<file path="src/rtl/softmax_pkg.sv">
// Shared types and constants for the softmax controller.
// Build option: define SOFTMAX_ARGMAX_EN to enable the argmax index output.
package softmax_pkg;

  localparam int NUM_CLASS_DEF = 7;
  localparam int FP_W          = 32;
  localparam int IDX_W         = 3;

  typedef enum logic [1:0] {
    IDLE  = 2'd0,
    ISSUE = 2'd1,
    WAIT  = 2'd2,
    DRAIN = 2'd3
  } state_e;

  // One frame of FP32 logits at the default class count, class k in element k.
  typedef logic [NUM_CLASS_DEF-1:0][FP_W-1:0] logit_vec_t;

endpackage

</file>
<file path="src/rtl/softmax_ctrl_if.sv">
// Handshake bundle between the softmax controller, the upstream logit
// source, the external softmax datapath and the downstream consumer.
interface softmax_ctrl_if
  import softmax_pkg::*;
#(
  parameter int NUM_CLASS = NUM_CLASS_DEF
) ();

  // upstream logit stream
  logic                      in_valid;
  logic                      in_ready;
  logic [FP_W-1:0]           in_data;
  logic                      in_last;
  // softmax datapath
  logic                      sm_valid_in;
  logic [FP_W*NUM_CLASS-1:0] sm_logits;
  logic                      sm_valid_out;
  logic [FP_W*NUM_CLASS-1:0] sm_probs;
  // downstream probability stream
  logic                      out_valid;
  logic                      out_ready;
  logic [FP_W-1:0]           out_data;
  logic [IDX_W-1:0]          out_idx;
  logic                      out_last;

  // controller side
  modport slave (
    input  in_valid, in_data, in_last, sm_valid_out, sm_probs, out_ready,
    output in_ready, sm_valid_in, sm_logits, out_valid, out_data, out_idx, out_last
  );

  // environment side (source, datapath, sink)
  modport master (
    output in_valid, in_data, in_last, sm_valid_out, sm_probs, out_ready,
    input  in_ready, sm_valid_in, sm_logits, out_valid, out_data, out_idx, out_last
  );

endinterface

</file>
<file path="src/rtl/softmax_argmax.sv">
// Combinational argmax over packed FP32 probabilities. Only the magnitude
// bits [30:0] are compared; ties resolve to the lowest class index.
// Instantiated by softmax_ctrl only when SOFTMAX_ARGMAX_EN is defined.
module softmax_argmax
  import softmax_pkg::*;
#(
  parameter int NUM_CLASS = NUM_CLASS_DEF
) (
  input  logic [FP_W*NUM_CLASS-1:0] probs_i,
  output logic [IDX_W-1:0]          best_idx_o
);

  // pad the leaf count to a power of two so the tree is balanced
  localparam int LEAVES = (NUM_CLASS > 1) ? (1 << $clog2(NUM_CLASS)) : 1;

  logic [FP_W-2:0]  leaf_val [LEAVES];
  logic             leaf_vld [LEAVES];
  logic [NUM_CLASS-1:0] sign_bits;
  logic             unused_sign_bits;

  genvar gi;
  generate
    for (gi = 0; gi < LEAVES; gi++) begin : g_leaf
      if (gi < NUM_CLASS) begin : g_real
        assign leaf_val[gi]  = probs_i[FP_W*gi +: FP_W-1];
        assign leaf_vld[gi]  = 1'b1;
        assign sign_bits[gi] = probs_i[FP_W*gi + FP_W-1];
      end else begin : g_pad
        assign leaf_val[gi] = '0;
        assign leaf_vld[gi] = 1'b0;
      end
    end
  endgenerate

  // probabilities are never negative, so the sign bits carry no information
  assign unused_sign_bits = ^sign_bits;

  logic [FP_W-2:0]  node_val [LEAVES];
  logic [IDX_W-1:0] node_idx [LEAVES];
  logic             node_vld [LEAVES];

  // pairwise reduction: the left node always holds the lower indices, so the
  // right one wins only when strictly larger
  always_comb begin
    for (int i = 0; i < LEAVES; i++) begin
      node_val[i] = leaf_val[i];
      node_vld[i] = leaf_vld[i];
      node_idx[i] = IDX_W'(i);
    end
    for (int s = 1; s < LEAVES; s = s * 2) begin
      for (int i = 0; i + s < LEAVES; i = i + 2 * s) begin
        if (node_vld[i+s] && (!node_vld[i] || (node_val[i+s] > node_val[i]))) begin
          node_val[i] = node_val[i+s];
          node_idx[i] = node_idx[i+s];
          node_vld[i] = 1'b1;
        end
      end
    end
    best_idx_o = node_idx[0];
  end

endmodule

</file>
<file path="src/rtl/softmax_ctrl.sv">
// Frame controller around an external softmax datapath: collects NUM_CLASS
// logits, issues them, waits (bounded) for the probabilities and streams
// them out one class per transfer.
// Build option: SOFTMAX_ARGMAX_EN adds a registered argmax on best_idx;
// without it best_idx is tied to zero.
module softmax_ctrl
  import softmax_pkg::*;
#(
  parameter int NUM_CLASS = NUM_CLASS_DEF,
  parameter int TIMEOUT   = 1024
) (
  input  logic               clk,
  input  logic               rst,
  softmax_ctrl_if.slave      bus,
  output logic [IDX_W-1:0]   best_idx,
  output logic               busy,
  output logic               err_frame,
  output logic               err_timeout
);

  localparam int               CNT_W    = (TIMEOUT > 2) ? $clog2(TIMEOUT) : 1;
  localparam logic [CNT_W-1:0] CNT_MAX  = CNT_W'(TIMEOUT - 1);
  localparam logic [IDX_W-1:0] LAST_IDX = IDX_W'(NUM_CLASS - 1);

  state_e                         state_q, state_d;
  logic [IDX_W-1:0]               wr_idx_q, wr_idx_d;
  logic [IDX_W-1:0]               rd_idx_q, rd_idx_d;
  logic [CNT_W-1:0]               cnt_q, cnt_d;
  logic [NUM_CLASS-1:0][FP_W-1:0] logits_q;
  logic [NUM_CLASS-1:0][FP_W-1:0] result_q;

  logic logit_we, capture;
  logic in_ready_c, sm_valid_in_c, out_valid_c, err_frame_c, err_timeout_c;

  // next-state and strobes; everything is forced low while rst is high so
  // an aborted frame never produces a stray pulse
  always_comb begin
    state_d       = state_q;
    wr_idx_d      = wr_idx_q;
    rd_idx_d      = rd_idx_q;
    cnt_d         = cnt_q;
    logit_we      = 1'b0;
    capture       = 1'b0;
    in_ready_c    = 1'b0;
    sm_valid_in_c = 1'b0;
    out_valid_c   = 1'b0;
    err_frame_c   = 1'b0;
    err_timeout_c = 1'b0;
    if (!rst) begin
      case (state_q)
        IDLE: begin
          in_ready_c = 1'b1;
          if (bus.in_valid) begin
            logit_we = 1'b1;
            if (wr_idx_q == LAST_IDX) begin
              // a full frame is issued even if in_last was missing
              err_frame_c = ~bus.in_last;
              wr_idx_d    = '0;
              state_d     = ISSUE;
            end else if (bus.in_last) begin
              err_frame_c = 1'b1;
              wr_idx_d    = '0;
            end else begin
              wr_idx_d = wr_idx_q + 1'b1;
            end
          end
        end
        ISSUE: begin
          sm_valid_in_c = 1'b1;
          cnt_d         = '0;
          state_d       = WAIT;
        end
        WAIT: begin
          // a result arriving on the last allowed cycle still counts
          if (bus.sm_valid_out) begin
            capture = 1'b1;
            state_d = DRAIN;
          end else if (cnt_q == CNT_MAX) begin
            err_timeout_c = 1'b1;
            state_d       = IDLE;
          end else begin
            cnt_d = cnt_q + 1'b1;
          end
        end
        DRAIN: begin
          out_valid_c = 1'b1;
          if (bus.out_ready) begin
            if (rd_idx_q == LAST_IDX) begin
              rd_idx_d = '0;
              state_d  = IDLE;
            end else begin
              rd_idx_d = rd_idx_q + 1'b1;
            end
          end
        end
        default: state_d = IDLE;
      endcase
    end
  end

  // state, indices and the logit/result storage
  always_ff @(posedge clk) begin
    if (rst) begin
      state_q  <= IDLE;
      wr_idx_q <= '0;
      rd_idx_q <= '0;
      cnt_q    <= '0;
      logits_q <= '0;
      result_q <= '0;
    end else begin
      state_q  <= state_d;
      wr_idx_q <= wr_idx_d;
      rd_idx_q <= rd_idx_d;
      cnt_q    <= cnt_d;
      if (logit_we) logits_q[wr_idx_q] <= bus.in_data;
      if (capture)  result_q <= bus.sm_probs;
    end
  end

  assign bus.in_ready    = in_ready_c;
  assign bus.sm_valid_in = sm_valid_in_c;
  assign bus.sm_logits   = logits_q;
  assign bus.out_valid   = out_valid_c;
  assign bus.out_data    = out_valid_c ? result_q[rd_idx_q] : '0;
  assign bus.out_idx     = rd_idx_q;
  assign bus.out_last    = out_valid_c && (rd_idx_q == LAST_IDX);
  assign busy            = !rst && (state_q != IDLE);
  assign err_frame       = err_frame_c;
  assign err_timeout     = err_timeout_c;

`ifdef SOFTMAX_ARGMAX_EN
  logic [IDX_W-1:0] argmax_idx;
  logic [IDX_W-1:0] best_idx_q;

  softmax_argmax #(.NUM_CLASS(NUM_CLASS)) u_argmax (
    .probs_i    (bus.sm_probs),
    .best_idx_o (argmax_idx)
  );

  // argmax is taken together with the result so it holds through DRAIN
  always_ff @(posedge clk) begin
    if (rst)          best_idx_q <= '0;
    else if (capture) best_idx_q <= argmax_idx;
  end

  assign best_idx = best_idx_q;
`else
  assign best_idx = '0;
`endif

endmodule
</file>
<file path="src/flat_wrapper.sv">
// flat-port wrapper written by rule: the top's interface ports become plain ports
module softmax_ctrl_flat import softmax_pkg::*;
#(
  parameter int NUM_CLASS = NUM_CLASS_DEF,
  parameter int TIMEOUT   = 1024
)
  (clk, rst, best_idx, busy, err_frame, err_timeout, bus_in_valid, bus_in_data, bus_in_last, bus_sm_valid_out, bus_sm_probs, bus_out_ready, bus_in_ready, bus_sm_valid_in, bus_sm_logits, bus_out_valid, bus_out_data, bus_out_idx, bus_out_last);
  softmax_ctrl_if #(.NUM_CLASS(NUM_CLASS)) bus_i ();
  input  logic clk;
  input  logic rst;
  output logic [IDX_W-1:0] best_idx;
  output logic busy;
  output logic err_frame;
  output logic err_timeout;
  input wire logic [$bits(bus_i.in_valid)-1:0] bus_in_valid;
  input wire logic [$bits(bus_i.in_data)-1:0] bus_in_data;
  input wire logic [$bits(bus_i.in_last)-1:0] bus_in_last;
  input wire logic [$bits(bus_i.sm_valid_out)-1:0] bus_sm_valid_out;
  input wire logic [$bits(bus_i.sm_probs)-1:0] bus_sm_probs;
  input wire logic [$bits(bus_i.out_ready)-1:0] bus_out_ready;
  output wire logic [$bits(bus_i.in_ready)-1:0] bus_in_ready;
  output wire logic [$bits(bus_i.sm_valid_in)-1:0] bus_sm_valid_in;
  output wire logic [$bits(bus_i.sm_logits)-1:0] bus_sm_logits;
  output wire logic [$bits(bus_i.out_valid)-1:0] bus_out_valid;
  output wire logic [$bits(bus_i.out_data)-1:0] bus_out_data;
  output wire logic [$bits(bus_i.out_idx)-1:0] bus_out_idx;
  output wire logic [$bits(bus_i.out_last)-1:0] bus_out_last;
  assign bus_i.in_valid = bus_in_valid;
  assign bus_i.in_data = bus_in_data;
  assign bus_i.in_last = bus_in_last;
  assign bus_i.sm_valid_out = bus_sm_valid_out;
  assign bus_i.sm_probs = bus_sm_probs;
  assign bus_i.out_ready = bus_out_ready;
  assign bus_in_ready = bus_i.in_ready;
  assign bus_sm_valid_in = bus_i.sm_valid_in;
  assign bus_sm_logits = bus_i.sm_logits;
  assign bus_out_valid = bus_i.out_valid;
  assign bus_out_data = bus_i.out_data;
  assign bus_out_idx = bus_i.out_idx;
  assign bus_out_last = bus_i.out_last;
  softmax_ctrl #(.NUM_CLASS(NUM_CLASS), .TIMEOUT(TIMEOUT)) u_core (.clk(clk), .rst(rst), .bus(bus_i), .best_idx(best_idx), .busy(busy), .err_frame(err_frame), .err_timeout(err_timeout));
endmodule
</file>
<file path="config.mk">
export PLATFORM = sky130hd
export DESIGN_NAME = softmax_ctrl_flat
export DESIGN_NICKNAME = d
export VERILOG_FILES = /design/src/rtl/softmax_pkg.sv /design/src/rtl/softmax_ctrl_if.sv /design/src/rtl/softmax_argmax.sv /design/src/rtl/softmax_ctrl.sv /design/src/flat_wrapper.sv
export SDC_FILE = /design/constraint.sdc
export NUM_CORES = 1
export LEC_CHECK = 0
export ABC_AREA = 1
export BUFFER_PORTS_ARGS = -buffer_cell sky130_fd_sc_hd__buf_2
export CAP_MARGIN = 15
export CORE_MARGIN = 1.5
export CORE_UTILIZATION = 40
export CTS_BUF_LIST = sky130_fd_sc_hd__clkbuf_8
export DETAILED_ROUTE_END_ITERATION = 8
export GPL_TIMING_DRIVEN = 0
export PLACE_DENSITY = 0.67
export SLEW_MARGIN = 20
export SYNTH_ARGS = -nofsm -noshare
export SYNTH_HDL_FRONTEND = slang
export SYNTH_HIERARCHICAL = 1
export SYNTH_SLANG_ARGS = --single-unit
</file>
<file path="constraint.sdc">
create_clock -name clk -period 1.7 [get_ports clk]
set_input_delay 0.085 -clock clk [delete_from_list [all_inputs] [get_ports clk]]
set_output_delay 0.085 -clock clk [all_outputs]
set_load 0.005 [all_outputs]
</file>
==> results_dict.tcl, run 1 <==
set metrics [dict create \
    via_count 22175 \
    proportion_of_register_bits_with_asynchronous_set_or_reset_after_synthesis 0 \
    syn-mean-instance-area_sq_um 7.254 \
    synthToLayoutAreaGrowth_pct 52.23 \
    p_total_mw 25.08 \
    final_net_count 3717 \
    layout.core_utilization 0.6157 \
    routed.top_layer "met5" \
    final.setup_skew_ps 38.11 \
    met2_wirelength_um 40010 \
    worst_ep_required_time_ps 1620 \
    setup-tns-final_ps -21190 \
    cellPowerDensity_nw_per_um2 899.6 \
    crit_type "reg -> out" \
    leakagePower_nw 12.15 \
    ys_seq_elements 466 \
    post-route-period-util 1.445 \
    fillCellCount 3936 \
    fin_worst_hold_slack_ps 87.64 \
    yosysTopAreaCell "sky130_fd_sc_hd__dfxtp_1" \
    rsz0062_at_grt "yes" \
    htreeDepth 3 \
    clk_path_buf_depth 3 \
    yosys.area.top_type_share 0.5093 \
    ys_seq_area_frac 0.5093 \
    report.final.slew_viol_count 0 \
    synth_xor_xnor_area_share 0 \
    grt_antenna_before_repair 8 \
    fp.dieW_um 217.0 \
    layout-drive-gt1-share 0.2930 \
    cts_inserted_buffers 80 \
    detailroute.wirelength.met3_um 8953 \
    globalRoute.totalOverflow 0 \
    die_height_um 217.0 \
    boundaryPins 531 \
    die_area_sq_um 47080 \
    post_synth_edffs 0 \
    m1WireLength_um 32320 \
    first_pass_grt_wire_length_um 124400 \
    finalInstanceArea_sq_um 27880 \
    first_global_vias 21391 \
    antenna_violating_nets_post_route 0 \
    critical_path_maximum_fanout 5 \
    first_iter_violations 2506 \
    worstHoldPathCells 6 \
    worst_skew_pair.late_latency_ps 680 \
    root_buffer "sky130_fd_sc_hd__clkbuf_8" \
    initial_core_util 0.4045 \
    placer_s_final_routability_congestion_estimate 0.9691 \
    period_needed_ps 2457 \
    slew-limit-headroom 0.3494 \
    cts_sinks 466 \
    reg2regPathDepth 5 \
    max-cap-violations 0 \
    worst_setup_ep_type "output pin" \
    place.port_buffers 526 \
    synth_commonest_cells "sky130_fd_sc_hd__nand2_1 (713), sky130_fd_sc_hd__dfxtp_1 (466), sky130_fd_sc_hd__nor2_1 (385), sky130_fd_sc_hd__o21ai_0 (263), sky130_fd_sc_hd__a21oi_1 (240)" \
    clk_pin_slew_ps 60 \
    combined_flip_flop_and_latch_cell_area_sq_um 9359 \
    vdd.ir_drop.worst_mv 0.6697 \
    drc 0 \
    max_clock_freq_mhz 407.0 \
    dpl-instance-area_sq_um 21710 \
    outcome "complete, but fails checks" \
    synth_most_common_cell "sky130_fd_sc_hd__nand2_1" \
    netlist_top_cells_area "sky130_fd_sc_hd__dfxtp_1 (51%), sky130_fd_sc_hd__nand2_1 (15%), sky130_fd_sc_hd__nor2_1 (7.9%), sky130_fd_sc_hd__o21ai_0 (7.2%), sky130_fd_sc_hd__a21oi_1 (6.6%)" \
    final.setup.worst_slack_ps -756.9 \
    worst_hold_path_type "in -> reg" \
    drt_pre_antenna_iters 6 \
    timing.final.hold_violations 0 \
    post_synth_num_cell_types 36 \
    syn_inst 2525 \
    synth_simple_gate_area_share 0.2452 \
    yosys.area_share.adder 0.002049 \
    critical_path.startpoint_type "flop" \
    synth.area.mux_share 0 \
    violations_in_the_final_reports "negative setup slack" \
    wl_per_cell_um 21.04 \
    synth-warning-count 6 \
    synth-compound-area-share 0.1809 \
    report.final.setup_viol 46 \
    combined_area_of_the_multi_input_logic_cells_sq_um 8716 \
    detailedPlacementHpwl_um 59890 \
    tritoncts "built" \
    synth_top_flop_cell "sky130_fd_sc_hd__dfxtp_1" \
    routed_via_density 5.388 \
    synth_top_family_by_area "simple AND/OR/NAND/NOR gates" \
    critical_path_arrival_ps 2370 \
    core.rowCount 78 \
    maximum_number_of_pins_on_one_net_before_global_route_repair 20 \
    worstMarginPinSlew_ps 975.9 \
    core_area_sq_um 45280 \
    synthesis.area_sq_um 18320 \
    grtUsageTotal 0.3471 \
    routed_wire_length_um 86600 \
]
[sequential cells by signal, summed over array words and instances, names as in the netlist]
| name | flops |
|---|---|
| u_core/state_q | 2 |
| u_core/result_q | 224 |
| u_core/wr_idx_q | 3 |
| u_core/cnt_q | 10 |
| u_core/bus.sm_logits | 224 |
| u_core/bus.out_idx | 3 |
[where the power goes]
part	leakage (nW)	switching [mW]	internal, mW
clock network	0.926	4.82	5.63
logic	7.45	1.75	1.29
registers	3.78	0.243	11.3
[through the flow]
step,cells,setup WS (ps)
after floorplan,2527,127.0
after global placement,3653,-897.6
after detailed placement,3653,-894.4
after CTS,4090,-740.5
after global routing,4114,-777.1
final,4116,-756.9
[routing by layer]
| metal | track usage | up-vias |
|---|---|---|
| met4 | 0.1995 | 6 |
| met5 | 0 | - |
| met2 | 0.5676 | 1433 |
| met1 | 0.4113 | 10322 |
| li1 | - | 10042 |
| met3 | 0.09154 | 372 |
[final cells by class]
| cell class | count | share of cell area |
|---|---|---|
| multi-input cells | 1780 | 0.3126 |
| clock buffers | 104 | 0.05133 |
| clock inverters | 35 | 0.007090 |
| diodes | 7 | 0.0006282 |
| plain buffers | 177 | 0.04182 |
| repair buffers | 849 | 0.2096 |
| well taps | 600 | 0.02692 |
| flip-flops and latches | 466 | 0.3357 |
| inverters | 98 | 0.01436 |
[kinds of logic (layout without fill, tap and decap cells)]
logic type	count (synthesis)	count (layout)
and+or+nand+nor	1156	1156
buffers and inverters	281	1263
AOI/OAI and AO/OA	618	618
DFF	466	466
other	1	10
adders and majority gates	3	3
[critical path, stage by stage, from the launching register on]
cell                         delay [ps]
sky130_fd_sc_hd__dfxtp_4            380
sky130_fd_sc_hd__clkinvlp_4         130
sky130_fd_sc_hd__buf_6              160
sky130_fd_sc_hd__clkbuf_16          170
sky130_fd_sc_hd__o21ai_2             60
sky130_fd_sc_hd__o211ai_1           330
sky130_fd_sc_hd__nand2_1            190
sky130_fd_sc_hd__nor2_2             150
sky130_fd_sc_hd__buf_2              130
[path summary, 6_finish.rpt]
path | endpoint | slack [ps] | startpoint
worst max-delay path | bus_out_data[11] | -760 | u_core/bus.out_idx[1]
worst min-delay path | u_core/wr_idx_q[1] | 90 | bus_in_valid
worst max register to register | u_core/result_q[75] | -50 | u_core/state_q[1]
worst min register to register | u_core/bus.sm_logits[208] | 460 | u_core/bus.sm_logits[208]
[what timing repair did]
item                                    4_1_cts  5_1_grt
pin swaps                                    37       67
hold buffers                                259        0
gates resized for setup                     286      283
endpoints found under the setup margin      457      376
cloned                                        2        3
hold endpoints to repair                    462        0
setup buffers                                38       22
[cell usage in the layout, fill, tap and decap left out, types with 6 or more instances in the layout]
master                            n
sky130_fd_sc_hd__dfxtp_1        456
sky130_fd_sc_hd__clkbuf_2        44
sky130_fd_sc_hd__inv_1          107
sky130_fd_sc_hd__buf_2          555
sky130_fd_sc_hd__o21ai_2         26
sky130_fd_sc_hd__a211oi_1        60
sky130_fd_sc_hd__nand3_2         13
sky130_fd_sc_hd__nor2_4          13
sky130_fd_sc_hd__clkbuf_4        10
sky130_fd_sc_hd__clkbuf_8       110
sky130_fd_sc_hd__o21ai_1         61
sky130_fd_sc_hd__buf_6           25
sky130_fd_sc_hd__inv_2            6
sky130_fd_sc_hd__a21oi_2         23
sky130_fd_sc_hd__dlygate4sd3_1  259
sky130_fd_sc_hd__clkbuf_1        45
sky130_fd_sc_hd__o211ai_1        12
sky130_fd_sc_hd__nor2_2          12
sky130_fd_sc_hd__nand2_2         31
sky130_fd_sc_hd__nor2_1         365
sky130_fd_sc_hd__buf_12           7
sky130_fd_sc_hd__a21oi_1        216
sky130_fd_sc_hd__nand2_4         16
sky130_fd_sc_hd__diode_2          7
sky130_fd_sc_hd__nand2_1        665
sky130_fd_sc_hd__nand3_1         24
sky130_fd_sc_hd__buf_8            8
sky130_fd_sc_hd__o21ai_4          8
sky130_fd_sc_hd__o21ai_0        190
sky130_fd_sc_hd__buf_4           63
sky130_fd_sc_hd__dfxtp_4          7
No activity file was read; power rests on OpenSTA's default activity.
==> run 2: changes to the inputs <==
CELL_PAD_IN_SITES_DETAIL_PLACEMENT = 0   (was default)
CELL_PAD_IN_SITES_GLOBAL_PLACEMENT = 1   (was default)
CORE_UTILIZATION = 34   (was 40)
PLACE_DENSITY = default   (was 0.67)
PLACE_DENSITY_LB_ADDON = 0.1   (was default)
clock period = 2 ns   (was 1.7 ns; I/O delays follow)
==> results_dict.tcl, run 2 (synthesis gave the netlist of run 1 again) <==
set metrics [dict create \
    critical_path_maximum_fanout 6 \
    seq_power_share 0.472 \
    initial_core_util 0.3465 \
    reg2regPathDepth 6 \
    boundaryPins 531 \
    mostFrequentLayoutCells "sky130_fd_sc_hd__nand2_1 (674), sky130_fd_sc_hd__buf_2 (557), sky130_fd_sc_hd__dfxtp_1 (456)" \
    met2_usage 0.4634 \
    period_needed_ps 2464 \
    outcome "complete, but fails checks" \
    core_area_sq_um 52870 \
    critical-path-max-stage-delay_ps 340 \
    violations_in_the_final_reports "negative setup slack" \
    combined_area_of_the_multi_input_logic_cells_sq_um 8647 \
    htreeDepth 3 \
    timing.final.hold_violations 0 \
    setup-tns-final_ps -12210 \
    critPathMostFrequentCell "sky130_fd_sc_hd__buf_6" \
    switching_share 0.2717 \
    detailedPlacementHpwl_um 63750 \
    critical_path_cell_by_cell "buf_6, clkinvlp_4, nor2_4, buf_6, buf_8, nand2_2, o211ai_1, nand2_2, nor2_4, buf_6" \
    cts_sinks 466 \
    layout.cells.most_common "sky130_fd_sc_hd__nand2_1" \
    holdCritStartpoint "rst" \
    wl_per_cell_um 20.76 \
    critical_path_arrival_ps 2360 \
    die_area_sq_um 55270 \
    pint_mw 15.20 \
    grtUsageMet3 0.07458 \
    reg2reg_slack_ps 80 \
    synthToLayoutAreaGrowth_pct 50.22 \
    clk_pwr_share 0.409 \
    antenna_violating_nets_post_route 0 \
    clk_pin_slew_ps 60 \
    final_net_count 3707 \
    via_count 21122 \
    layout-drive-gt1-share 0.2739 \
    combined_flip_flop_and_latch_cell_area_sq_um 9351 \
    worst_hold_path_type "in -> reg" \
    die_height_um 235.1 \
    cts_inserted_buffers 82 \
    first_pass_grt_wire_length_um 125700 \
    report.final.slew_viol_count 0 \
    top_usage_layer "met2" \
    fp.dieW_um 235.1 \
    crit-reg2reg-capture "u_core/result_q[26]" \
    grtUsageTotal 0.3024 \
    clk_path_buf_depth 3 \
    drc 0 \
    crit_slowest_cell "sky130_fd_sc_hd__dfxtp_2" \
    maximum_number_of_pins_on_one_net_before_global_route_repair 12 \
    worst_ep_required_time_ps 1900 \
    comb_power_share 0.119 \
    core.rowCount 84 \
    rsz0062_at_grt "yes" \
    post-route-period-util 1.232 \
    globalRoute.totalOverflow 0 \
    routed_via_density 5.041 \
    report.final.setup_viol 33 \
    worst_skew_pair.late_latency_ps 680 \
    slew-limit-headroom 0.3951 \
    fillCellCount 5242 \
    worst_setup_ep_type "output pin" \
    leakagePower_nw 11.85 \
    routed_wire_length_um 86990 \
    place.port_buffers 526 \
    root_buffer "sky130_fd_sc_hd__clkbuf_8" \
    final.setup_skew_ps 36.84 \
    cellPowerDensity_nw_per_um2 758.4 \
    use_met1 0.4143 \
    final.setup.worst_slack_ps -464.2 \
    p_total_mw 20.87 \
    worstHoldPathCells 3 \
    first_iter_violations 1823 \
    crit_path_start "u_core/bus.out_idx[1]" \
    first_global_vias 20221 \
    drt_pre_antenna_iters 8 \
    net-switching-power_mw 5.669 \
    critical_path.startpoint_type "flop" \
    timing.rr.start "u_core/state_q[0]" \
    worstMarginPinSlew_ps 907.4 \
    crit_type "reg -> out" \
    holdPathEnd "u_core/result_q[116]" \
    vdd.ir_drop.worst_mv 0.5102 \
    grt_antenna_before_repair 5 \
    placer_s_final_routability_congestion_estimate 0.8823 \
    max_clock_freq_mhz 405.8 \
    max-cap-violations 0 \
    tritoncts "built" \
]
run 2: cell count changes in the layout (fill, tap and decap cells not counted), sizes merged:
cell / change
buf: -27
clkbuf: +11
inv: +7
clkinv: -4
diode: -3
clkinvlp: +2
bufinv: -1
dlygate4sd3: +1
run 2: how the worst max path moves through the flow:
stage	slack (ps)	endpoint
2_1_floorplan	430	u_core/state_q[0]
3_3_place_gp	-690	bus_out_data[24]
3_5_place_dp	-710	bus_out_data[24]
4_1_cts	-480	bus_out_data[11]
5_1_grt	-550	bus_out_data[11]
6_report	-460	bus_out_data[11]
run 2: timing repair:
action	in CTS	in global routing
gates cloned	2	1
hold buffers	260	0
setup buffers	35	9
endpoints found under the setup margin	353	306
hold endpoints to repair	462	0
resized for setup	285	119
pin swaps	36	38
run 2: critical path, delay by kind of cell, from the launching register on:
family	cells	cell delay (ps)
flip-flops	1	340
buffers and inverters	5	670
AND/OR/NAND/NOR	4	540
AO/OA/AOI/OAI	1	140
run 2: stage by stage:
stage | area [sq um] | hold slack [ps] | utilization | cells | worst slack, ps
floorplan | 18320 | 212.7 | - | 2527 | 427.0
global placement | 21820 | 332.1 | 0.4127 | 3741 | -693.8
detailed placement | 21820 | 328.8 | 0.4127 | 3741 | -710.3
CTS | 27160 | 170.2 | 0.5137 | 4178 | -483.2
global route | 27520 | 212.1 | 0.5205 | 4190 | -548.4
finish | 27520 | 218.4 | 0.5205 | 4190 | -464.2
run 2: layout make-up:
cell class / count / area share
multi-input combinational: 1780 / 0.3143
buffer: 182 / 0.03702
sequential: 466 / 0.3399
tap: 688 / 0.03129
timing repair buffer: 832 / 0.2064
clock buffer: 101 / 0.05052
clock inverter: 39 / 0.006321
inverter: 98 / 0.01401
antenna: 4 / 0.0003638
run 2: power by group through the flow:
| stage | logic [mW] | clock network, mW | registers [mW] |
|---|---|---|---|
| after CTS | 2.39 | 8.71 | 9.84 |
| final | 2.48 | 8.54 | 9.85 |
| after global routing | 2.67 | 9.18 | 9.88 |
| after floorplan | 0.893 | 0 | 10.0 |
| after global placement | 1.90 | 0 | 10.0 |
| after detailed placement | 1.93 | 0 | 10.0 |
run 2: per-layer routing:
layer / part of all wire / wire length, um
met5: 0.00014 / 12
met4: 0.031 / 2669
met3: 0.081 / 7003
met2: 0.44 / 38280
met1: 0.45 / 39020
